File: src/rtl/var_delay_pkg.sv
// Shared types for the variable delay line: request kinds, safe-update FSM
// states and the length-width helper.
package var_delay_pkg;

    typedef enum logic [1:0] {
        REQ_NONE,
        REQ_SET,
        REQ_INC,
        REQ_DEC
    } req_kind_t;

    typedef enum logic {
        ST_RUN,
        ST_PEND
    } state_t;

    // Bits needed to hold every value 0..max_val inclusive.
    function automatic int len_width(input int max_val);
        return (max_val < 1) ? 1 : $clog2(max_val + 1);
    endfunction

endpackage

File: src/rtl/var_delay_line_if.sv
// Bundle between the SPI-side drivers and the variable delay line.
interface var_delay_line_if
    import var_delay_pkg::*;
#(
    parameter int WIDTH = 1,
    parameter int DEPTH = 15
);
    localparam int LEN_W = len_width(DEPTH);

    // Handshake: inc_pulse, dec_pulse and set_valid are single-cycle strobes
    // sampled on every rising clk edge. There is no ready; a request is always
    // accepted in the cycle it is presented and either applied at that edge or
    // folded into the pending target.
    logic [WIDTH-1:0] in_sig;
    logic             inc_pulse;
    logic             dec_pulse;
    logic             set_valid;
    logic [LEN_W-1:0] set_len;
    logic [WIDTH-1:0] out_sig;
    logic [LEN_W-1:0] len_o;
    logic             pending_o;
    state_t           state_dbg;

    modport master (
        output in_sig,
        output inc_pulse,
        output dec_pulse,
        output set_valid,
        output set_len,
        input  out_sig,
        input  len_o,
        input  pending_o,
        input  state_dbg
    );

    modport slave (
        input  in_sig,
        input  inc_pulse,
        input  dec_pulse,
        input  set_valid,
        input  set_len,
        output out_sig,
        output len_o,
        output pending_o,
        output state_dbg
    );

endinterface

File: src/rtl/var_delay_tap.sv
// One channel of the delay line: a DEPTH-stage shift register that always
// shifts, plus a mux selecting stage len-1 (or the live input when len is 0).
module var_delay_tap #(
    parameter int DEPTH = 15,
    parameter int LEN_W = 4
) (
    input  logic             clk,
    input  logic             rst,
    input  logic             d,
    input  logic [LEN_W-1:0] len,
    output logic             q
);

    logic [DEPTH-1:0] pipe;

    if (DEPTH == 1) begin : g_one
        always_ff @(posedge clk) begin
            if (rst) begin
                pipe <= '0;
            end else begin
                pipe <= d;
            end
        end
    end else begin : g_many
        always_ff @(posedge clk) begin
            if (rst) begin
                pipe <= '0;
            end else begin
                pipe <= {pipe[DEPTH-2:0], d};
            end
        end
    end

    // Stage i holds the input from i+1 cycles ago, so len selects stage len-1.
    always_comb begin
        q = d;
        for (int i = 0; i < DEPTH; i++) begin
            if (len == LEN_W'(i + 1)) begin
                q = pipe[i];
            end
        end
    end

endmodule

File: src/rtl/var_delay_line.sv
// Multi-channel variable delay line with inc/dec/set length control.
// Define VAR_DELAY_SAFE_UPDATE_EN to defer length changes until IDLE_CH idles.
module var_delay_line
    import var_delay_pkg::*;
#(
    parameter int WIDTH      = 1,
    parameter int DEPTH      = 15,
    parameter bit WRAP       = 1'b1,
    parameter int IDLE_CH    = 0,
    parameter bit IDLE_LEVEL = 1'b1,
    parameter int IDLE_CYC   = DEPTH
) (
    input logic             clk,
    input logic             rst,
    var_delay_line_if.slave bus
);

    localparam int               LEN_W   = len_width(DEPTH);
    localparam logic [LEN_W-1:0] MAX_LEN = LEN_W'(DEPTH);

    logic [LEN_W-1:0] len_q;
    logic [LEN_W-1:0] base_len;
    logic [LEN_W-1:0] resolved_len;
    logic [WIDTH-1:0] out_bits;
    req_kind_t        req_kind;
    logic             req_valid;

    // Absolute load wins; opposing inc and dec in one cycle cancel.
    always_comb begin
        req_kind = REQ_NONE;
        if (bus.set_valid) begin
            req_kind = REQ_SET;
        end else if (bus.inc_pulse && !bus.dec_pulse) begin
            req_kind = REQ_INC;
        end else if (bus.dec_pulse && !bus.inc_pulse) begin
            req_kind = REQ_DEC;
        end
    end

    assign req_valid = (req_kind != REQ_NONE);

    always_comb begin
        resolved_len = base_len;
        case (req_kind)
            REQ_SET: begin
                resolved_len = (bus.set_len > MAX_LEN) ? MAX_LEN : bus.set_len;
            end
            REQ_INC: begin
                if (base_len >= MAX_LEN) begin
                    resolved_len = WRAP ? '0 : MAX_LEN;
                end else begin
                    resolved_len = base_len + 1'b1;
                end
            end
            REQ_DEC: begin
                if (base_len == '0) begin
                    resolved_len = WRAP ? MAX_LEN : '0;
                end else begin
                    resolved_len = base_len - 1'b1;
                end
            end
            default: begin
                resolved_len = base_len;
            end
        endcase
    end

`ifdef VAR_DELAY_SAFE_UPDATE_EN
    localparam int               CNT_W   = len_width(IDLE_CYC);
    localparam logic [CNT_W-1:0] CNT_MAX = CNT_W'(IDLE_CYC);

    logic [CNT_W-1:0] idle_cnt;
    logic             idle_now;
    state_t           state_q;
    state_t           state_d;
    logic [LEN_W-1:0] target_q;
    logic [LEN_W-1:0] target_d;
    logic [LEN_W-1:0] len_d;

    assign idle_now = (bus.in_sig[IDLE_CH] == IDLE_LEVEL);

    always_ff @(posedge clk) begin
        if (rst) begin
            idle_cnt <= '0;
        end else if (!idle_now) begin
            idle_cnt <= '0;
        end else if (idle_cnt != CNT_MAX) begin
            idle_cnt <= idle_cnt + 1'b1;
        end
    end

    always_ff @(posedge clk) begin
        if (rst) begin
            state_q  <= ST_RUN;
            target_q <= '0;
            len_q    <= '0;
        end else begin
            state_q  <= state_d;
            target_q <= target_d;
            len_q    <= len_d;
        end
    end

    // A request in the same cycle as the idle condition holds off the apply,
    // so the target is always settled for at least one idle edge.
    always_comb begin
        state_d  = state_q;
        target_d = target_q;
        len_d    = len_q;
        case (state_q)
            ST_RUN: begin
                if (req_valid) begin
                    state_d  = ST_PEND;
                    target_d = resolved_len;
                end
            end
            ST_PEND: begin
                if (req_valid) begin
                    target_d = resolved_len;
                end else if (idle_cnt == CNT_MAX) begin
                    state_d = ST_RUN;
                    len_d   = target_q;
                end
            end
            default: begin
                state_d = ST_RUN;
            end
        endcase
    end

    assign base_len      = (state_q == ST_PEND) ? target_q : len_q;
    assign bus.pending_o = (state_q == ST_PEND);
    assign bus.state_dbg = state_q;
`else
    logic unused_idle_cfg;

    always_ff @(posedge clk) begin
        if (rst) begin
            len_q <= '0;
        end else if (req_valid) begin
            len_q <= resolved_len;
        end
    end

    assign base_len        = len_q;
    assign bus.pending_o   = 1'b0;
    assign bus.state_dbg   = ST_RUN;
    assign unused_idle_cfg = IDLE_LEVEL ^ (IDLE_CH < 0) ^ (IDLE_CYC < 1);
`endif

    for (genvar c = 0; c < WIDTH; c++) begin : g_tap
        var_delay_tap #(
            .DEPTH(DEPTH),
            .LEN_W(LEN_W)
        ) u_tap (
            .clk(clk),
            .rst(rst),
            .d  (bus.in_sig[c]),
            .len(len_q),
            .q  (out_bits[c])
        );
    end

    assign bus.out_sig = out_bits;
    assign bus.len_o   = len_q;

endmodule
File: src/flat_wrapper.sv
// flat-port wrapper written by rule: the top's interface ports become plain ports
module var_delay_line_flat import var_delay_pkg::*;
#(
    parameter int WIDTH      = 1,
    parameter int DEPTH      = 15,
    parameter bit WRAP       = 1'b1,
    parameter int IDLE_CH    = 0,
    parameter bit IDLE_LEVEL = 1'b1,
    parameter int IDLE_CYC   = DEPTH
)
  (clk, rst, bus_in_sig, bus_inc_pulse, bus_dec_pulse, bus_set_valid, bus_set_len, bus_out_sig, bus_len_o, bus_pending_o, bus_state_dbg);
  var_delay_line_if #(.WIDTH(WIDTH), .DEPTH(DEPTH)) bus_i ();
  input logic clk;
  input logic rst;
  input wire logic [$bits(bus_i.in_sig)-1:0] bus_in_sig;
  input wire logic [$bits(bus_i.inc_pulse)-1:0] bus_inc_pulse;
  input wire logic [$bits(bus_i.dec_pulse)-1:0] bus_dec_pulse;
  input wire logic [$bits(bus_i.set_valid)-1:0] bus_set_valid;
  input wire logic [$bits(bus_i.set_len)-1:0] bus_set_len;
  output wire logic [$bits(bus_i.out_sig)-1:0] bus_out_sig;
  output wire logic [$bits(bus_i.len_o)-1:0] bus_len_o;
  output wire logic [$bits(bus_i.pending_o)-1:0] bus_pending_o;
  output wire logic [$bits(bus_i.state_dbg)-1:0] bus_state_dbg;
  assign bus_i.in_sig = bus_in_sig;
  assign bus_i.inc_pulse = bus_inc_pulse;
  assign bus_i.dec_pulse = bus_dec_pulse;
  assign bus_i.set_valid = bus_set_valid;
  assign bus_i.set_len = bus_set_len;
  assign bus_out_sig = bus_i.out_sig;
  assign bus_len_o = bus_i.len_o;
  assign bus_pending_o = bus_i.pending_o;
  assign bus_state_dbg = bus_i.state_dbg;
  var_delay_line #(.WIDTH(WIDTH), .DEPTH(DEPTH), .WRAP(WRAP), .IDLE_CH(IDLE_CH), .IDLE_LEVEL(IDLE_LEVEL), .IDLE_CYC(IDLE_CYC)) u_core (.clk(clk), .rst(rst), .bus(bus_i));
endmodule
File: config.mk
export PLATFORM = sky130hd
export DESIGN_NAME = var_delay_line_flat
export DESIGN_NICKNAME = d
export VERILOG_FILES = /design/src/rtl/var_delay_pkg.sv /design/src/rtl/var_delay_line_if.sv /design/src/rtl/var_delay_tap.sv /design/src/rtl/var_delay_line.sv /design/src/flat_wrapper.sv
export SDC_FILE = /design/constraint.sdc
export NUM_CORES = 1
export LEC_CHECK = 0
export BUFFER_PORTS_ARGS = -buffer_cell sky130_fd_sc_hd__buf_2
export CORE_MARGIN = 10
export CORE_UTILIZATION = 45
export CTS_BUF_LIST = sky130_fd_sc_hd__clkbuf_2
export DETAILED_ROUTE_END_ITERATION = 6
export GPL_ROUTABILITY_DRIVEN = 0
export PLACE_DENSITY_LB_ADDON = 0.2
export SYNTH_ARGS = -nofsm -noshare
export SYNTH_HDL_FRONTEND = slang
export SYNTH_SLANG_ARGS = --single-unit
export TNS_END_PERCENT = 50
File: constraint.sdc
create_clock -name clk -period 1.7 [get_ports clk]
set_input_delay 0.085 -clock clk [delete_from_list [all_inputs] [get_ports clk]]
set_output_delay 0.085 -clock clk [all_outputs]
set_load 0.01 [all_outputs]
==> results of run 1 <==
==> through the flow <==
| step | cell area, µm² | power (W) | hold WS (ps) | setup WS, ps | util (%) |
|---|---|---|---|---|---|
| 6_report | 1460 | 0.00104 | 102 | -319 | 58.8 |
| 2_1_floorplan | 1180 | 0.000717 | 157 | 1.92 | - |
| 5_1_grt | 1460 | 0.00111 | 99.4 | -422 | 58.8 |
| 3_5_place_dp | 1310 | 0.000808 | 342 | -91.3 | 53.0 |
| 3_3_place_gp | 1310 | 0.000804 | 324 | -49.2 | 53.0 |
| 4_1_cts | 1410 | 0.00103 | 0.966 | -330 | 56.8 |
==> worst reg2reg max path, delay by kind of cell (launching register included) <==
kind            cells  cell delay (ps)
flops               1              420
compound gates      2              290
buf+inv             2              220
mux                 1              210
fa+ha+maj           1              190
xor+xnor            1              150
==> final timing paths <==
check	startpoint	end	slack (ps)	cells past startpoint
max reg2reg	u_core.bus.len_o[0]	u_core.bus.len_o[2]	140	7
min reg2reg	u_core.g_tap[0].u_tap.pipe[4]	u_core.g_tap[0].u_tap.pipe[5]	450	2
min	bus_set_len[1]	u_core.bus.len_o[1]	100	4
max	u_core.bus.len_o[1]	bus_out_sig	-320	8
==> repair_timing <==
item / 4_1_cts / 5_1_grt
resized for setup: 12 / 8
hold buffers: 1 / 1
setup buffers: 1 / 1
cloned: 0 / 0
pin swaps: 6 / 4
setup endpoints to repair: 1 / 2
endpoints found under the hold margin: 1 / 1
==> cells in the mapped netlist, drive strengths merged (2+ instances only) <==
master and number:
a2111oi 2, a21o 2, a21oi 15, a221oi 2, buf 9, clkbuf 2
dfxtp 19, ha 6, inv 11, nand2 2, nand2b 3, nand3 2
nor2 11, nor2b 16, nor3 3, o21ai 4, o32ai 3, xnor2 2
==> layout make-up <==
type / count / share of cell area, %
Clock buffer: 3 / 1.03
Clock inverter: 1 / 0.344
Inverter: 11 / 3.01
Multi-Input combinational cell: 90 / 51.1
Sequential cell: 19 / 26.7
Tap cell: 30 / 2.58
Timing Repair Buffer: 33 / 15.2
==> cells by family after synthesis <==
group,count (synthesis),share of synthesized area (%)
and+or+nand+nor,40,21.3
DFF,19,32.3
muxes,1,0.849
buffers and inverters,22,11.3
AOI/OAI and AO/OA,39,26.1
other,1,0.318
xor gates and xnor gates,2,1.49
adders and majority gates,6,6.37
==> registers in the layout, indices dropped and copies added (netlist names) <==
| signal | cells |
|---|---|
| u_core.bus.len_o | 4 |
| u_core.g_tap.u_tap.pipe | 15 |
==> cells in the final DEF (no fill, tap or decap), drive strengths merged, types with 2 or more instances in the layout <==
cell | synthesis | layout
nor2 | 11 | 11
inv | 11 | 11
nor3 | 3 | 3
xnor2 | 2 | 2
ha | 6 | 6
a221oi | 2 | 2
dlygate4sd3 | 0 | 2
o21ai | 4 | 4
a21o | 2 | 2
nand3 | 2 | 2
clkbuf | 2 | 3
nor2b | 16 | 16
nand2b | 3 | 3
conb | 1 | 2
buf | 9 | 31
a21oi | 15 | 15
dfxtp | 19 | 19
a2111oi | 2 | 2
o32ai | 3 | 3
nand2 | 2 | 2
==> metal layers <==
layer | GRT usage, % | part of all wire [%] | routed length (µm)
met3 | 3.07 | 4.6 | 123
met2 | 16.4 | 47 | 1280
met4 | 4.73 | 1.5 | 40
met1 | 12.0 | 47 | 1260
met5 | 0 | 0 | 0
==> power by group through the flow <==
stage	Clock [W]	Combinational, W	Sequential [W]
floorplan	0	0.000230	0.000487
global placement	0	0.000315	0.000489
detailed placement	0	0.000317	0.000491
CTS	0.000203	0.000339	0.000485
global route	0.000225	0.000394	0.000488
finish	0.000196	0.000363	0.000485
==> summary.md, run 1 <==
| Metric | Value |
|---|---|
| Flip-flop and latch area | `389 µm²` |
| Dominant cells by area after synthesis | `dfxtp_1, nor2b_1, ha_1` |
| Number of global-route vias before repair | `between 900 and 1000` |
| EDFF count, synth | `0` |
| Sinks on Clock Net | `19` |
| Share of cells above drive strength 1 | `a little under two fifths` |
| Synthesized flop and latch total | `19` |
| Routed Antenna Nets | `0` |
| Row count | `18` |
| Die extent in x | `about 71 µm` |
| Combinational fraction of design power | `a little over a third` |
| Final wirelength | `2700 µm` |
| Remaining DRCs | `0` |
| Cell area after synthesis | `about 0.0012 mm²` |
| Multi-input gate area | `around 740 µm²` |
| Failing checks | `setup timing` |
| Crit-path leading delay family | `compound AO/OA/AOI/OAI gates` |
| Final Hold Viols | `0` |
| Port-buffer cells | `14` |
| P_sw | `approximately 0.00035 W` |
| Yosys cell types | `41` |
| Pint | `slightly below 0.0007 W` |
| Share of Yosys cell area claimed by the top area cell type | `between 30% and 40%` |
| Status | `finished, violations left` |
| CP cell instances | `buf_6 -> ha_4 -> nor2b_4 -> a2111oi_4 -> o32ai_1 -> nand3_1 -> o211a_1 -> buf_2` |
| Root cell of the clock tree | `clkbuf_2` |
| Setup crit end kind | `output port` |
| CTS tree | `yes` |
| Ys async rst share | `0%` |
| Vias per cell | `roughly 5.3` |
| Die height | `just over 70 µm` |
| Full die area | `0.00507 mm²` |
| Dpl cells | `between 150 and 200` |
| Clk network pwr share | `a little under a fifth` |
| Sequential fraction of the synthesis area | `32.3%` |
| Drt wl/cell | `~14 µm` |
| Most used flip-flop cell after synthesis | `dfxtp_1` |
| Critical Path AT | `between 1500 and 2000 ps` |
| I/O pins | `17` |
| Shortest period the worst path allows | `2020 ps` |
| Worst setup margin | `-319 ps` |
| H-tree depth | `1` |
| Non-Filler Instances | `between 150 and 200` |
| Required @ worst endpoint | `between 1500 and 2000 ps` |
| YS warnings | `0` |
| Syn_area_per_cell | `between 9 and 10 µm²` |
| Gr ovfl total | `0` |
| Filler cells | `between 200 and 250` |
| Final worst path period share | `119%` |
| Clock buffers created by TritonCTS | `3` |
| Pwr Density | `about 720 mW/mm²` |
| Leak | `0.589 nW` |
| CP max stage delay | `about 410 ps` |
| Max Clk Rate | `between 400 and 500 MHz` |
| Mapped Cells | `130` |
| Initial antenna violation count | `0` |
| First-pass GRT wire length | `roughly 4400 µm` |
| Worst path slowest cell | `dfxtp_4` |
| Layout net count | `174` |
| Maximum number of pins on one net before global-route repair | `20` |
| Clk slew on worst S/H paths | `180 ps` |
| Skew-Pair Late Insertion Delay | `roughly 310 ps` |
| Antenna diodes | `0` |
| Starting Density | `47.6%` |
| Drt pass-1 iters | `4` |
| Worst Path Buf+Inv | `2` |
| Synth-to-layout area growth | `23.6%` |
| Sequential Power Share | `46.4%` |
| Crit Path Max Fanout | `6` |
| Slew Limit Fails | `0` |
| Setup CP Type | `flop to output port` |
| Setup_tns | `-319 ps` |
| Clk_skew | `5.72 ps` |
| Placeable Area | `around 0.0025 mm²` |
| Hold crit path type | `primary input to flop` |
| CP Launch Type | `flop` |
| 1st-iter DRT viols | `54` |
| Final setup viols | `1` |
| Hpwl dp | `~2000 µm` |
| Vias | `~1000` |
| Synth area leader | `dfxtp_1` |
| Max_cap viols | `0` |
| RSZ-0062 raised after global routing | `true` |
| Net Sw Frac | `around 33%` |
| GRT Resource Usage Total | `10.2%` |
| Peak VDD IR | `between 400 and 500 µV` |
| CTS Buffer Depth | `2` |
Power figures use the tool's default switching activity.
==> inputs of run 2 (changes only) <==
CORE_UTILIZATION = 50   (was 45)
==> summary.md, run 2 (synthesized netlist as in run 1, its figures left out) <==
| Metric | Value |
|---|---|
| Setup crit end kind | `output port` |
| Net Sw Frac | `33.5% (+0.17 points)` |
| Max reg flops | `15 (unchanged)` |
| Die height | `68.6 µm (-3.7%)` |
| Hpwl dp | `2060 µm (+5.2%)` |
| Critical Path AT | `1930 ps (about the same)` |
| Sequential Power Share | `47.4% (+1.0 points)` |
| Crit Path Max Fanout | `6 (unchanged)` |
| Setup bufs post-CTS | `0 (-1)` |
| Failing checks | `setup timing` |
| Initial antenna violation count | `0 (unchanged)` |
| Required @ worst endpoint | `1620 ps (about the same)` |
| CTS tree | `yes` |
| Remaining DRCs | `0 (unchanged)` |
| Layout net count | `168 (-3.4%)` |
| CTS Buffer Depth | `2 (unchanged)` |
| GRT busiest layer | `met2` |
| H-tree depth | `1 (unchanged)` |
| Hold Worst Slack | `25.1 ps (-76.7 ps)` |
| Sinks on Clock Net | `19 (unchanged)` |
| Number of global-route vias before repair | `1012 (+6.4%)` |
| Gr ovfl total | `0 (unchanged)` |
| Shortest period the worst path allows | `2010 ps (-8.83 ps)` |
| Clk network pwr share | `18.6% (-0.2 points)` |
| GRT Resource Usage Total | `13.2% (+3.0 points)` |
| Clk_skew | `1.83 ps (-3.89 ps)` |
| CP Launch Type | `flop` |
| Final wirelength | `2730 µm (+1.0%)` |
| Routed Antenna Nets | `0 (unchanged)` |
| Vias per cell | `5.54 (+3.7%)` |
| Pre-CTS setup slack | `-78.8 ps (+12.5 ps)` |
| Full die area | `0.00470 mm² (-7.2%)` |
| Most frequent cells in the layout | `dfxtp_1, nor2b_1, buf_2` |
| Clk slew on worst S/H paths | `170 ps (about the same)` |
| Starting Density | `52.8% (+5.2 points)` |
| Drt pass-1 iters | `4 (unchanged)` |
| Pwr Density | `732 mW/mm² (+2.2%)` |
| Leak | `0.559 nW (-5.1%)` |
| Placeable Area | `0.00223 mm² (-9.8%)` |
| P_sw | `0.000345 W (-0.95%)` |
| Vias | `991 (-0.70%)` |
| GR met2 Demand/Resource | `22.5% (+6.1 points)` |
| Setup CP Type | `flop to output port` |
| Row count | `17 (-1)` |
| Final Hold Viols | `0 (unchanged)` |
| Combinational fraction of design power | `34.0% (-0.8 points)` |
| Biggest register | `u_core.g_tap.u_tap.pipe` |
| Antenna diodes | `0 (unchanged)` |
| Share of cells above drive strength 1 | `34.4% (-3.8 points)` |
| Die extent in x | `68.6 µm (-3.7%)` |
| Max_cap viols | `0 (unchanged)` |
| 1st-iter DRT viols | `46 (-15%)` |
| Clock buffers created by TritonCTS | `3 (unchanged)` |
| Status | `finished, violations left` |
| M1 GR Usage | `16.2% (+4.2 points)` |
| Peak VDD IR | `628 µV (+31%)` |
| Drt wl/cell | `15.2 µm (+5.5%)` |
| Maximum number of pins on one net before global-route repair | `20 (unchanged)` |
| First-pass GRT wire length | `4850 µm (+11%)` |
| Pint | `0.000684 W (-1.7%)` |
| Most common cell after layout, fill and taps aside | `dfxtp_1` |
| Final setup viols | `1 (unchanged)` |
| Max Clk Rate | `497 MHz (+0.44%)` |
| Synth-to-layout area growth | `19.2%` |
| Slew Limit Fails | `0 (unchanged)` |
| Met3 Resource Use GR | `3.54% (+0.47 points)` |
| Worst setup margin | `-310 ps (+8.83 ps)` |
| I/O pins | `17 (unchanged)` |
| Port-buffer cells | `14 (unchanged)` |
| Final worst path period share | `118% (-0.52 points)` |
| Hold crit path type | `primary input to flop` |
| Skew-Pair Late Insertion Delay | `310 ps (about the same)` |
| Root cell of the clock tree | `clkbuf_2` |
| RSZ-0062 raised after global routing | `true` |
==> run 2: changes by cell type in the layout (fill, tap and decap cells not counted), sizes merged <==
cell         delta
buf             -5
dlygate4sd3     -1
==> run 2: repair_timing <==
item                                   in CTS  in global routing
hold buffers                                1                  0
gates resized for setup                    16                  4
setup endpoints to repair                   1                  1
endpoints found under the hold margin       1                  0
pin swaps                                   7                  1
==> run 2: path summary, 6_finish.rpt <==
path,depth (start not counted),start,endpoint,slack [ps]
worst max-delay path,8,u_core.bus.len_o[1],bus_out_sig,-310
worst min register to register,2,u_core.g_tap[0].u_tap.pipe[4],u_core.g_tap[0].u_tap.pipe[5],450
worst max register to register,6,u_core.bus.len_o[0],u_core.bus.len_o[1],100
worst min-delay path,3,bus_set_len[0],u_core.bus.len_o[0],30
==> run 2: final cells by class <==
type	count	area (µm²)
clock buffers	3	15.0
clock inverters	1	5.00
fillers	201	828
inverters	11	46.3
multi-input cells	90	744
flip-flops and latches	19	389
well taps	28	35.0
repair buffers	27	170
==> run 2: critical path, cell delays in order (launching register included) <==
cell       delay [ps]
dfxtp_4           430
inv_4              60
ha_4              180
buf_4             150
a2111oi_4         330
o32ai_2           120
nand3_1            80
o211a_1           140
buf_2             120
==> run 2: power by group through the flow <==
stage	registers [W]	clock network (W)	logic, W
after detailed placement	0.000488	0	0.000315
after CTS	0.000486	0.000195	0.000340
after floorplan	0.000487	0	0.000230
after global routing	0.000491	0.000217	0.000383
final	0.000488	0.000191	0.000350
after global placement	0.000488	0	0.000309
==> run 2: stage by stage <==
step	utilization, %	power (W)	setup TNS [ps]	instance area (µm²)	instances
after floorplan	-	0.000717	0	1180	131
after global placement	57.7	0.000798	-28.6	1290	174
final	62.9	0.00103	-310	1410	179
after global routing	62.9	0.00109	-421	1410	179
after detailed placement	57.7	0.000804	-78.8	1290	174
after CTS	62.4	0.00102	-316	1390	179
==> run 2: routing by layer <==
metal | vias to the layer above | share of wire [%] | wire length [µm]
met3 | 5 | 3.1 | 84
met5 | - | 0 | 0
met2 | 20 | 51 | 1390
met1 | 473 | 45 | 1230
li1 | 493 | - | -
met4 | 0 | 1.0 | 28
